File: src/rtl/lcd_timing_gen.sv
// Raster timing generator: pixel/line counters with HSYNC, VSYNC, DE and FrameStart decode.
// Optional completed-frame counter on FrameCount is built only when LCD_TIMING_FRAME_COUNT_EN is defined.
module lcd_timing_gen #(
    parameter int unsigned H_PULSE  = 1,
    parameter int unsigned H_BP     = 182,
    parameter int unsigned H_ACTIVE = 800,
    parameter int unsigned H_FP     = 210,
    parameter int unsigned V_PULSE  = 5,
    parameter int unsigned V_BP     = 6,
    parameter int unsigned V_ACTIVE = 480,
    parameter int unsigned V_FP     = 62
) (
    input  logic        PixelClk,
    input  logic        nRST,
    input  logic        LCD_EN,
    output logic [15:0] PixelCount,
    output logic [15:0] LineCount,
    output logic        LCD_HSYNC,
    output logic        LCD_VSYNC,
    output logic        LCD_DE,
    output logic        FrameStart,
    output logic [15:0] FrameCount
);

    localparam logic [15:0] H_LAST  = 16'(H_PULSE + H_BP + H_ACTIVE + H_FP - 1);
    localparam logic [15:0] V_LAST  = 16'(V_PULSE + V_BP + V_ACTIVE + V_FP - 1);
    localparam logic [15:0] HS_END  = 16'(H_PULSE);
    localparam logic [15:0] VS_END  = 16'(V_PULSE);
    localparam logic [15:0] DE_X0   = 16'(H_PULSE + H_BP);
    localparam logic [15:0] DE_X1   = 16'(H_PULSE + H_BP + H_ACTIVE);
    localparam logic [15:0] DE_Y0   = 16'(V_PULSE + V_BP);
    localparam logic [15:0] DE_Y1   = 16'(V_PULSE + V_BP + V_ACTIVE);

    typedef enum logic {
        ST_IDLE,
        ST_RUN
    } state_e;

    state_e      state_q, state_d;
    logic [15:0] px_q, px_d;
    logic [15:0] ln_q, ln_d;
    logic        running;

    always_ff @(posedge PixelClk or negedge nRST) begin
        if (!nRST) begin
            state_q <= ST_IDLE;
            px_q    <= '0;
            ln_q    <= '0;
        end else begin
            state_q <= state_d;
            px_q    <= px_d;
            ln_q    <= ln_d;
        end
    end

    always_comb begin
        state_d = state_q;
        px_d    = px_q;
        ln_d    = ln_q;
        case (state_q)
            ST_IDLE: begin
                // The first enabled edge only arms the raster; counting starts one edge later.
                px_d = '0;
                ln_d = '0;
                if (LCD_EN) state_d = ST_RUN;
            end
            ST_RUN: begin
                if (!LCD_EN) begin
                    state_d = ST_IDLE;
                    px_d    = '0;
                    ln_d    = '0;
                end else if (px_q == H_LAST) begin
                    px_d = '0;
                    ln_d = (ln_q == V_LAST) ? '0 : ln_q + 16'd1;
                end else begin
                    px_d = px_q + 16'd1;
                end
            end
            default: begin
                state_d = ST_IDLE;
                px_d    = '0;
                ln_d    = '0;
            end
        endcase
    end

    assign running    = (state_q == ST_RUN);
    assign PixelCount = px_q;
    assign LineCount  = ln_q;
    assign LCD_HSYNC  = !(running && (px_q < HS_END));
    assign LCD_VSYNC  = !(running && (ln_q < VS_END));
    assign LCD_DE     = running && (px_q >= DE_X0) && (px_q < DE_X1)
                                && (ln_q >= DE_Y0) && (ln_q < DE_Y1);
    assign FrameStart = running && (px_q == '0) && (ln_q == '0);

`ifdef LCD_TIMING_FRAME_COUNT_EN
    logic [15:0] fc_q, fc_d;
    logic        frame_wrap;

    // The wrap edge is the one that takes (H_LAST,V_LAST) back to (0,0) while still enabled.
    assign frame_wrap = running && LCD_EN && (px_q == H_LAST) && (ln_q == V_LAST);

    always_comb begin
        fc_d = fc_q;
        if (frame_wrap) fc_d = fc_q + 16'd1;
    end

    always_ff @(posedge PixelClk or negedge nRST) begin
        if (!nRST) fc_q <= '0;
        else       fc_q <= fc_d;
    end

    assign FrameCount = fc_q;
`else
    assign FrameCount = '0;
`endif

endmodule
File: config.mk
export PLATFORM = sky130hd
export DESIGN_NAME = lcd_timing_gen
export DESIGN_NICKNAME = d
export VERILOG_FILES = /design/src/rtl/lcd_timing_gen.sv
export SDC_FILE = /design/constraint.sdc
export NUM_CORES = 1
export LEC_CHECK = 0
export CORE_AREA = 2 2 75 77
export DETAILED_ROUTE_END_ITERATION = 6
export DIE_AREA = 0 0 77 79
export GPL_ROUTABILITY_DRIVEN = 0
export PLACE_DENSITY = 0.76
export SLEW_MARGIN = 15
export SYNTH_ARGS = -nofsm -noshare
export SYNTH_HDL_FRONTEND = slang
export SYNTH_SLANG_ARGS = --single-unit
File: constraint.sdc
create_clock -name PixelClk -period 2.6 [get_ports PixelClk]
set_input_delay 0.65 -clock PixelClk [delete_from_list [all_inputs] [get_ports PixelClk]]
set_output_delay 0.65 -clock PixelClk [all_outputs]
set_load 0.005 [all_outputs]
### Yosys cells after proc, flatten, opt, wreduce, memory -nomap -nowiden

Index checks and enable logic that the tools add are counted.

| storage, ports and cells | value |
|---|---|
| register bits after elaboration | 33 |
| input port bits | 3 |
| output and inout port bits | 52 |
| word-level logic and storage cells | 35 |

| cells by class | value |
|---|---|
| $add $sub $neg | 2 |
| $lt $le $gt $ge | 6 |
| equal/unequal tests | 3 |
| muxes and demuxes | 8 |
| bitwise gates (word level) | 1 |
| reductions and logical operators | 12 |

Operators by type and width:

| cell | number |
|---|---|
| $mux W16 | 5 |
| $pmux W16 S2 | 2 |
| $add A16 B1 Y16 const B | 2 |
| $logic_not A16 Y1 | 2 |
| $eq A16 B10 Y1 const B | 1 |
| $eq A16 B11 Y1 const B | 1 |
| $ge A16 B4 Y1 const B | 1 |
| $ge A16 B8 Y1 const B | 1 |
| $lt A16 B1 Y1 const B | 1 |
| $lt A16 B10 Y1 const B | 1 |
| $lt A16 B3 Y1 const B | 1 |
| $lt A16 B9 Y1 const B | 1 |
| $logic_and A1 B1 Y1 | 8 |
| $ne A3 B2 Y1 const B | 1 |
| $logic_not A1 Y1 | 2 |
| $mux W1 | 1 |
| $not A1 Y1 | 1 |

### Depth between registers and ports, before layout

Gate-level depths: netlist of run 1.

| logic depth | value |
|---|---|
| depth in word-level cells | 5 |
| mapped depth | 8 |
| depth with buffers taken out | 7 |

### Worst setup path before layout of run 1

No wires, ideal clock.

| path | value |
|---|---|
| kind | flip-flop to output port |
| start point | register ln_q[13], in the netlist LineCount[13] |
| end point | output FrameStart |
| arrival | 2.116 ns |
| data required time | 1.950 ns |
| slack | -0.166 ns |
| stages on the path, launching flop included | 5 |
| buffers on the path | 0 |
| path through | dfrtp_1 -> or4_1 -> or4_1 -> or4_1 -> nor4_1 |

| on the way | value |
|---|---|
| cells in the longest elaborated chain, start to end | 2 |

RTL lines:

| element | line | RTL |
|---|---|---|
| start, declared | 41 | `logic [15:0] ln_q, ln_d;` |
| start signal, assigned | 52 | `ln_q <= ln_d;` |
| $logic_not A16 Y1 | 94 | `assign FrameStart = running && (px_q == '0) && (ln_q == '0);` |
| $logic_and A1 B1 Y1 | 94 |  |
| end, declared | 21 | `output logic FrameStart,` |

Every way passes these cells.

### Worst setup path after layout of run 1

| path | value |
|---|---|
| start point | register ln_q[11], in the netlist LineCount[11] |
| end point | output LCD_VSYNC |

| on the way | value |
|---|---|
| cells in the longest elaborated chain, start to end | 3 |

RTL lines:

| element | line | RTL |
|---|---|---|
| $lt A16 B3 Y1 | 91 | `assign LCD_VSYNC = !(running && (ln_q < VS_END));` |
| $logic_and A1 B1 Y1 | 91 |  |
| $logic_not A1 Y1 | 91 |  |
| end, declared | 19 | `output logic LCD_VSYNC,` |

Every way passes these cells.

==> summary.md, run 1 <==
| Metric | Value |
|---|---|
| Dpl ws | `-0.759 ns` |
| Asr flop ratio synth | `100%` |
| Cts bufs inserted | `5` |
| Die W | `77 µm` |
| Num Clock Sinks | `33` |
| Xor/xnor share of the synthesized area | `5.98%` |
| Top cells by count, synth | `dfrtp_1 (33), nor2_1 (33), buf_4 (16)` |
| Failing checks | `negative setup slack` |
| Largest family of logic cells by synthesized area | `simple AND/OR/NAND/NOR gates` |
| Post-Route WL | `5.52 mm` |
| Leak Pwr | `1.35 nW` |
| Peak supply drop | `266 µV` |
| Warnings from Yosys | `0` |
| Fin. Hold Viols | `0` |
| # rows | `27` |
| Cells after Synth | `234` |
| Clk pin slew, worst setup/hold paths | `0.07 ns` |
| Setup violations, final | `3` |
| EDFF count, synth | `0` |
| Core Area | `5340 µm²` |
| Final ANT Viol Nets | `0` |
| Die Area | `6080 µm²` |
| RR Endpoint | `LineCount[6]` |
| WP data arrival | `2.55 ns` |
| Max_slew headroom | `57.8%` |
| Detailed Route Iter0 Violations | `127` |
| Simple-Gate Fraction of Synth Area | `25.1%` |
| Clock network fraction of total power | `38.0%` |
| Util after Layout | `53.4%` |
| Drt pass-1 iters | `5` |
| Post-Synth Adder-Cell Area | `2.44%` |
| Dpl hpwl | `3.81 mm` |
| Share of cells above drive strength 1 | `21.2%` |
| Post-synthesis instance area | `2050 µm²` |
| Worst reg2reg setup slack | `0.14 ns` |
| Fillers | `521` |
| Hold Path Sink | `PixelCount[0]` |
| Least-Margin Pin Slew | `0.632 ns` |
| Power Dens Cells | `352 nW/µm²` |
| Final setup TNS | `-1.72 ns` |
| Status | `finished with violations` |
| Routed length per placed instance | `14.6 µm` |
| Internal power | `0.751 mW` |
| Final min period | `3.20 ns` |
| Clk_lat worst skew | `0.29 ns` |
| Crit-path most repeated cell | `or4_4` |
| GRT Util Overall | `18.5%` |
| Final period utilization | `123%` |
| Worst reg-to-reg path cell count | `7` |
| CTS root buf | `clkbuf_8` |
| Critical-path top delay cell | `or4_4` |
| Register area | `826 µm²` |
| Final WS setup | `-0.599 ns` |
| Layout Nets | `313` |
| Mean area per synthesized cell | `8.77 µm²` |
| RSZ-0062 raised after global routing | `true` |
| CTS Buffer Depth | `2` |
| First-pass GRT wire length | `8.87 mm` |
| RR Startpoint | `LineCount[8]` |
| Port bufs | `38` |
| CP Launch Type | `flop` |
| Sw power | `0.252 mW` |
| Largest net degree at the start of global routing | `34` |
| Synth area leader | `dfrtp_1` |
| Ports | `55` |
| Critical path class | `flop to primary output` |
| Synth area leaders | `dfrtp_1 (40%), nor2_1 (6.0%), buf_4 (5.9%)` |
| #FFs+latches synth | `33` |
| Min-delay src | `PixelCount[0]` |
| CTS tree | `yes` |
| Vias/cell | `5.36` |
| Compound-Gate Fraction of Synth Area | `13.8%` |
| Max-Cap Viols | `0` |
| Final Slew Violations | `0` |
| N_diodes | `0` |
| Clock Skew | `0.00428 ns` |
| Initial core utilization | `38.4%` |
| Die Height | `79 µm` |
| Maximum clock rate | `313 MHz` |
| Worst Setup End Kind | `primary output` |
| Synth unique cells | `39` |
| Critical path, cell by cell | `or4_4 > or4_4 > or4_4 > a211o_1 > buf_2` |
| Worst EP required | `1.95 ns` |
| Post-synth top flop | `dfrtp_1` |
| DR vias | `2,031` |
| Initial antenna violation count | `0` |
| Post-synthesis sequential area ratio | `40.2%` |
| GRT overflow | `0` |
| Area occupied by multi-input gates | `1110 µm²` |
| Mux cell area share after synthesis | `1.10%` |
| WHS Path Cells | `2` |
| H-tree lvl count | `2` |
| Cts hold-fix bufs | `0` |
| Switching share of power | `25.1%` |
| DRC errors left | `0` |
| Crit-path max FO | `2` |
| Sequential power share | `52.0%` |
| Hold Path Class | `flop to flop` |
| Yosys top cell area share | `40.2%` |
| Synthesis-to-finish area growth | `39.0%` |
| Vias in the first global route | `1,890` |
| Combinational power share | `10.0%` |
| CP max stage delay | `0.54 ns` |
[power groups by stage]
stage | registers [mW] | logic, mW | clock network (mW)
after floorplan | 0.532 | 0.0611 | 0
after global placement | 0.531 | 0.0947 | 0
after detailed placement | 0.531 | 0.0975 | 0
after CTS | 0.521 | 0.100 | 0.387
after global routing | 0.522 | 0.111 | 0.421
final | 0.521 | 0.100 | 0.382
[flip-flops by register name, summed over array words and instances, names as in the netlist]
signal and cells:
LineCount 16, PixelCount 16, running 1
[per-layer routing]
layer	up-vias	global-route usage (%)	part of all wire (%)
li1	929	-	-
met1	999	22.1	40
met2	93	31.0	51
met3	10	5.57	7.4
met4	0	8.57	1.6
met5	-	0	0
[cells in the final DEF (no fill, tap or decap), types with 2 or more instances in the layout]
cell | synthesis | routed
a22o_1 | 12 | 12
clkdlybuf4s50_1 | 0 | 34
nor2b_1 | 3 | 3
clkbuf_1 | 9 | 3
xnor2_1 | 3 | 3
and3_1 | 4 | 4
nand2_1 | 12 | 12
nand4_1 | 9 | 9
o22ai_1 | 2 | 2
or4_4 | 2 | 5
nor3_1 | 6 | 5
nand3_1 | 11 | 11
buf_2 | 3 | 3
a41o_1 | 2 | 2
inv_1 | 13 | 12
mux2_2 | 2 | 2
a21o_1 | 2 | 2
buf_6 | 1 | 3
and2_1 | 2 | 2
xor2_1 | 11 | 11
conb_1 | 1 | 16
ha_1 | 4 | 4
clkbuf_8 | 0 | 5
and4_1 | 4 | 4
nor4_1 | 5 | 4
dfrtp_1 | 33 | 33
buf_4 | 16 | 37
o21ai_1 | 9 | 9
nor2_1 | 33 | 32
o21ai_0 | 6 | 6
[what timing repair did]
item | 4_1_cts | 5_1_grt
pin swaps | 3 | 3
endpoints found under the setup margin | 4 | 4
buffers inserted | 3 | 2
resized for setup | 18 | 8
[through the flow]
step / hold slack [ns] / instances / area (µm²) / total power [mW]
after floorplan: 0.354 / 249 / 2120 / 0.593
after global placement: 0.534 / 366 / 2690 / 0.625
after detailed placement: 0.547 / 366 / 2690 / 0.628
after CTS: 0.557 / 377 / 2810 / 1.01
after global routing: 0.612 / 379 / 2850 / 1.05
final: 0.575 / 379 / 2850 / 1.00
[worst max-delay path: cells and delay by family, from the launching register on]
kind	cells	cell delay (ns)
buffers and inverters	1	0.13
DFF	1	0.38
and+or+nand+nor	3	1.51
AOI/OAI and AO/OA	1	0.24
[worst max path at each step]
stage / start / end / slack, ns / cells past startpoint
floorplan: LineCount[11] / LCD_VSYNC / -0.12 / 4
global placement: LineCount[11] / FrameStart / -0.74 / 5
detailed placement: LineCount[11] / FrameStart / -0.76 / 5
CTS: LineCount[11] / LCD_VSYNC / -0.60 / 5
global route: LineCount[11] / LCD_VSYNC / -0.66 / 5
finish: LineCount[11] / LCD_VSYNC / -0.60 / 5
[cell families after synthesis]
kind of cell               count (synthesis)
other                                      1
adders and majority gates                  4
and+or+nand+nor                           99
muxes                                      2
DFF                                       33
buffers and inverters                     42
xor gates and xnor gates                  14
AOI/OAI and AO/OA                         39
[layout make-up]
cell class                 instances  area share [%]
multi-input combinational        174            38.9
timing repair buffer              79            24.5
tap                               72            3.16
sequential                        33            28.9
clock buffer                       8            2.81
inverter                          13            1.71
No activity file was read; power rests on OpenSTA's default activity.
==> run 2, diff against run 1 <==
--- a/config.mk
+++ b/config.mk
@@ -10,6 +10,7 @@
 export DIE_AREA = 0 0 77 79
 export GPL_ROUTABILITY_DRIVEN = 0
 export PLACE_DENSITY = 0.76
+export SKIP_CTS_REPAIR_TIMING = 1
 export SLEW_MARGIN = 15
 export SYNTH_ARGS = -nofsm -noshare
 export SYNTH_HDL_FRONTEND = slang
==> run 2 against run 1 <==
The run still ends with negative setup slack left; via count down 0.79%; final area shrank 0.66%; fmax grew 0.95%; sequential power barely moved; power about the same; clock skew increased by 0.0016 ns; non-clock buffer count down 1; worst hold slack improved by 0.00075 ns; first-iteration DRC count up 8.7%; critical endpoint unchanged.
==> summary.md, run 2 (synthesized netlist as in run 1, its figures left out) <==
| Metric | Value |
|---|---|
| Drt pass-1 iters | `4 (-1)` |
| Clk pin slew, worst setup/hold paths | `0.07 ns (about the same)` |
| Combinational power share | `10.1% (about the same)` |
| Commonest cells after routing, fill and taps aside | `buf_4 (38), clkdlybuf4s50_1 (34), dfrtp_1 (33), nor2_1 (32), conb_1 (16)` |
| Final min period | `3.17 ns (-0.0302 ns)` |
| Worst reg-to-reg path cell count | `7 (unchanged)` |
| Dpl hpwl | `3.81 mm (unchanged)` |
| Register area | `826 µm² (unchanged)` |
| Area occupied by multi-input gates | `1100 µm² (-0.34%)` |
| Status | `finished with violations` |
| DRC errors left | `0 (unchanged)` |
| Initial antenna violation count | `0 (unchanged)` |
| Commonest non-fill, non-tap cell in the layout | `buf_4` |
| Peak supply drop | `270 µV (+1.6%)` |
| Fin. Hold Viols | `0 (unchanged)` |
| Maximum clock rate | `316 MHz (+0.95%)` |
| Sw power | `0.253 mW (about the same)` |
| Worst EP required | `1.95 ns (about the same)` |
| CTS Buffer Depth | `2 (unchanged)` |
| Layout Nets | `312 (-0.32%)` |
| WP data arrival | `2.52 ns (-0.03 ns)` |
| CTS tree | `yes` |
| Ports | `55 (unchanged)` |
| Port bufs | `38 (unchanged)` |
| Synthesis-to-finish area growth | `38.1%` |
| Hold Path Class | `flop to flop` |
| Clock Skew | `0.00586 ns (+0.00158 ns)` |
| Cts bufs inserted | `5 (unchanged)` |
| N_diodes | `0 (unchanged)` |
| Final WS setup | `-0.569 ns (+0.0302 ns)` |
| Vias/cell | `5.33 (-0.53%)` |
| Setup violations, final | `3 (unchanged)` |
| Share of cells above drive strength 1 | `20.6% (-0.58 points)` |
| Final Slew Violations | `0 (unchanged)` |
| Final setup TNS | `-1.50 ns (+0.216 ns)` |
| H-tree lvl count | `2 (unchanged)` |
| CP Launch Type | `flop` |
| Dpl ws | `-0.759 ns (unchanged)` |
| Internal power | `0.751 mW (about the same)` |
| Worst Setup End Kind | `primary output` |
| Num Clock Sinks | `33 (unchanged)` |
| Crit-path max FO | `2 (unchanged)` |
| Least-Margin Pin Slew | `0.633 ns (+0.00122 ns)` |
| # rows | `27 (unchanged)` |
| First-pass GRT wire length | `8.55 mm (-3.7%)` |
| CTS root buf | `clkbuf_8` |
| Sequential power share | `52.0% (about the same)` |
| Total power | `1.00 mW (about the same)` |
| DR vias | `2,015 (-0.79%)` |
| Final period utilization | `122% (-1.2 points)` |
| Core Area | `5340 µm² (unchanged)` |
| Fillers | `529 (+1.5%)` |
| Largest net degree at the start of global routing | `34 (unchanged)` |
| Failing checks | `negative setup slack` |
| GRT Util Overall | `18.0% (-0.56 points)` |
| Vias in the first global route | `1,836 (-2.9%)` |
| Die Area | `6080 µm² (unchanged)` |
| Max_slew headroom | `57.7% (-0.081 points)` |
| Die W | `77 µm (unchanged)` |
| Critical path class | `flop to primary output` |
| Routed length per placed instance | `14.7 µm (+1.3%)` |
| Final ANT Viol Nets | `0 (unchanged)` |
| Initial core utilization | `38.4% (unchanged)` |
| Max-Cap Viols | `0 (unchanged)` |
| Leak Pwr | `1.34 nW (-0.49%)` |
| Switching share of power | `25.2% (about the same)` |
| WHS Path Cells | `2 (unchanged)` |
| Clock network fraction of total power | `38.0% (about the same)` |
| Power Dens Cells | `354 nW/µm² (+0.69%)` |
| RSZ-0062 raised after global routing | `true` |
| Clk_lat worst skew | `0.29 ns (about the same)` |
| Post-Route WL | `5.57 mm (+1.0%)` |
| Die Height | `79 µm (unchanged)` |
| GRT overflow | `0 (unchanged)` |
| Detailed Route Iter0 Violations | `138 (+8.7%)` |
-- run 2: cell count changes in the layout (fill, tap and decap cells not counted) --
cell      change
buf_6         -2
buf_4         +1
clkbuf_2      +1
a21oi_1       +1
a21oi_2       -1
buf_2         -1
-- run 2: per-stage QoR --
step	hold WS, ns	area, µm²	std cells	util [%]
4_1_cts	0.557	2770	374	51.9
2_1_floorplan	0.354	2120	249	-
3_5_place_dp	0.547	2690	366	50.4
6_report	0.576	2830	378	53.1
5_1_grt	0.612	2830	378	53.1
3_3_place_gp	0.534	2690	366	50.4
-- run 2: critical path, cell delays in order, from the launching register on --
cell,delay [ns]
dfrtp_1,0.38
or4_4,0.53
or4_4,0.43
or4_4,0.51
a211o_1,0.25
clkbuf_2,0.12
-- run 2: routing by layer --
metal	wire length [µm]	track usage, %	share of wire (%)	vias up
met4	107	8.39	1.9	0
met2	2780	29.5	50	75
li1	-	-	-	933
met3	359	5.45	6.4	10
met5	0	0	0	-
met1	2320	21.8	42	997
-- run 2: power groups by stage --
stage / sequential, mW / clock [mW] / combinational, mW
5_1_grt: 0.522 / 0.422 / 0.112
4_1_cts: 0.521 / 0.387 / 0.0978
3_5_place_dp: 0.531 / 0 / 0.0975
6_report: 0.521 / 0.381 / 0.101
2_1_floorplan: 0.532 / 0 / 0.0611
3_3_place_gp: 0.531 / 0 / 0.0947
-- run 2: path summary, 6_finish.rpt --
path / endpoint / slack, ns / from
worst max register to register: LineCount[6] / 0.15 / LineCount[6]
worst max-delay path: LCD_VSYNC / -0.57 / LineCount[11]
min in group asynchronous: LineCount[9] / 0.77 / nRST
worst min register to register: PixelCount[0] / 0.58 / PixelCount[0]
max in group asynchronous: LineCount[4] / 1.53 / nRST
worst min-delay path: PixelCount[0] / 0.58 / PixelCount[0]
-- run 2: layout make-up --
class	instances	share of cell area (%)
repair buffers	78	24.2
clock buffers	8	2.83
flip-flops and latches	33	29.1
well taps	72	3.18
multi-input cells	174	39.0
inverters	13	1.72
==> run 3, diff against run 2 <==
--- a/config.mk
+++ b/config.mk
@@ -9,9 +9,11 @@
 export DETAILED_ROUTE_END_ITERATION = 6
 export DIE_AREA = 0 0 77 79
 export GPL_ROUTABILITY_DRIVEN = 0
+export HOLD_SLACK_MARGIN = 0.06
 export PLACE_DENSITY = 0.76
 export SKIP_CTS_REPAIR_TIMING = 1
 export SLEW_MARGIN = 15
 export SYNTH_ARGS = -nofsm -noshare
 export SYNTH_HDL_FRONTEND = slang
 export SYNTH_SLANG_ARGS = --single-unit
+export TNS_END_PERCENT = 30
==> run 3 against run 2 <==
The flow still finishes with violations (negative setup slack); critical path depth stayed put; count of clock-buffer cells in the layout unchanged; worst hold slack better by 0.0030 ns; setup slack worse by 0.0047 ns; via count shrank 0.30%; clock skew hardly changed; cell count decreased by 0.79%; clock power about the same; largest cell class unchanged; highest routed layer unchanged.
==> summary.md, run 3 (synthesized netlist as in run 1, its figures left out) <==
| Metric | Value |
|---|---|
| Fin. Hold Viols | `0 (unchanged)` |
| Worst Setup End Kind | `primary output` |
| # rows | `27 (unchanged)` |
| WP data arrival | `2.52 ns (about the same)` |
| Vias in the first global route | `1,836 (unchanged)` |
| Layout Nets | `309 (-0.96%)` |
| GRT Util Overall | `18.0% (unchanged)` |
| Clock network fraction of total power | `38.0% (about the same)` |
| Clock Skew | `0.00598 ns (+0.000124 ns)` |
| Initial core utilization | `38.4% (unchanged)` |
| GR Layer Usage met1 | `21.8% (unchanged)` |
| Met2 Usage GRT | `29.5% (unchanged)` |
| Combinational power share | `9.8% (-0.3 points)` |
| Max_slew headroom | `57.2% (-0.52 points)` |
| DRC errors left | `0 (unchanged)` |
| Drt pass-1 iters | `4 (unchanged)` |
| CTS tree | `yes` |
| Met3 GRT Util | `5.45% (unchanged)` |
| Crit-path max FO | `2 (unchanged)` |
| Post-Route WL | `5.37 mm (-3.7%)` |
| Power Dens Cells | `358 nW/µm² (+1.1%)` |
| Initial antenna violation count | `0 (unchanged)` |
| Crit-path most repeated cell | `or4_4` |
| GRT overflow | `0 (unchanged)` |
| Cts bufs inserted | `5 (unchanged)` |
| Routed length per placed instance | `14.3 µm (-2.9%)` |
| Detailed Route Iter0 Violations | `78 (-43%)` |
| Final ANT Viol Nets | `0 (unchanged)` |
| CTS Buffer Depth | `2 (unchanged)` |
| Largest net degree at the start of global routing | `34 (unchanged)` |
| WHS Path Cells | `2 (unchanged)` |
| Share of cells above drive strength 1 | `19.5% (-1.1 points)` |
| Total power | `0.997 mW (-0.63%)` |
| Sw power | `0.249 mW (-1.3%)` |
| Port bufs | `38 (unchanged)` |
| Setup violations, final | `3 (unchanged)` |
| Die Area | `6080 µm² (unchanged)` |
| Maximum clock rate | `315 MHz (-0.15%)` |
| Sequential power share | `52.3% (+0.3 points)` |
| Max-Cap Viols | `0 (unchanged)` |
| Final setup TNS | `-1.40 ns (+0.102 ns)` |
| Commonest non-fill, non-tap cell in the layout | `buf_4` |
| Final period utilization | `122% (+0.18 points)` |
| Most Crowded Layer GR | `met2` |
| Post-route cell area | `2790 µm² (-1.7%)` |
| Final WS setup | `-0.574 ns (-0.00474 ns)` |
| Worst reg-to-reg path cell count | `7 (unchanged)` |
| DP Area | `2690 µm² (unchanged)` |
| CTS root buf | `clkbuf_8` |
| Critical-path top delay cell | `or4_4` |
| N_diodes | `0 (unchanged)` |
| DR vias | `2,009 (-0.30%)` |
| Peak supply drop | `267 µV (-1.2%)` |
| H-tree lvl count | `2 (unchanged)` |
| Final min period | `3.17 ns (+0.00474 ns)` |
| Num Clock Sinks | `33 (unchanged)` |
| Ports | `55 (unchanged)` |
| Critical path class | `flop to primary output` |
| Clk_lat worst skew | `0.29 ns (about the same)` |
| RSZ-0062 raised after global routing | `true` |
| Vias/cell | `5.36 (+0.50%)` |
| Switching share of power | `25.0% (-0.16 points)` |
| Die W | `77 µm (unchanged)` |
| Core Area | `5340 µm² (unchanged)` |
| Die Height | `79 µm (unchanged)` |
| CP max stage delay | `0.53 ns (about the same)` |
| Status | `finished with violations` |
| Hold Path Class | `flop to flop` |
| Worst EP required | `1.95 ns (about the same)` |
| First-pass GRT wire length | `8.55 mm (unchanged)` |
| Failing checks | `negative setup slack` |
| Commonest cells after routing, fill and taps aside | `buf_4 (37), clkdlybuf4s50_1 (34), dfrtp_1 (33), nor2_1 (32), conb_1 (16)` |
| CP Launch Type | `flop` |
| Critical path, cell by cell | `or4_4 > or4_4 > or4_4 > a211o_1 > clkbuf_2` |
| Leak Pwr | `1.32 nW (-1.9%)` |
| Synthesis-to-finish area growth | `35.8%` |
| Final Slew Violations | `0 (unchanged)` |
| Least-Margin Pin Slew | `0.641 ns (+0.00779 ns)` |
| Dpl hpwl | `3.81 mm (unchanged)` |
| Clk pin slew, worst setup/hold paths | `0.07 ns (about the same)` |
| Internal power | `0.748 mW (-0.41%)` |
[run 3: cell types whose count changed in the layout (fill, tap and decap cells not counted), sizes merged]
cell,before,now
dlymetal6s2s,1,0
buf,42,40
[run 3: final cells by class]
cell class	instances	area, µm²
flip-flops and latches	33	826
repair buffers	75	653
fillers	537	2550
multi-input cells	174	1090
well taps	72	90.1
inverters	13	48.8
clock buffers	8	80.1
[run 3: worst paths after layout]
kind / from / to / slack (ns)
setup / recovery: LineCount[11] / LCD_VSYNC / -0.57
hold / removal: PixelCount[0] / PixelCount[0] / 0.58
setup reg to reg: LineCount[8] / LineCount[6] / 0.14
hold reg to reg: PixelCount[0] / PixelCount[0] / 0.58
max in group asynchronous: nRST / PixelCount[8] / 1.53
min in group asynchronous: nRST / LineCount[6] / 0.77
[run 3: worst max-delay path: cells and delay by family, from the launching register on]
family	cells	cell delay [ns]
buffers and inverters	1	0.12
AOI/OAI and AO/OA	1	0.25
and+or+nand+nor	3	1.49
DFF	1	0.38
[run 3: layer usage]
metal / vias to the layer above / routed length (µm)
li1: 931 / -
met4: 0 / 53
met5: - / 0
met3: 4 / 343
met2: 76 / 2700
met1: 998 / 2280
[run 3: power by group through the flow]
stage | sequential (mW) | combinational (mW) | clock (mW)
after global routing | 0.522 | 0.108 | 0.421
final | 0.521 | 0.0974 | 0.379
after CTS | 0.521 | 0.0978 | 0.387
after floorplan | 0.532 | 0.0611 | 0
after global placement | 0.531 | 0.0947 | 0
after detailed placement | 0.531 | 0.0975 | 0
[run 3: stage by stage]
stage	util (%)	worst slack, ns	instances	hold WS, ns
3_3_place_gp	50.4	-0.735	366	0.534
6_report	52.2	-0.574	375	0.579
5_1_grt	52.2	-0.624	375	0.612
2_1_floorplan	-	-0.125	249	0.354
4_1_cts	51.9	-1.08	374	0.557
3_5_place_dp	50.4	-0.759	366	0.547
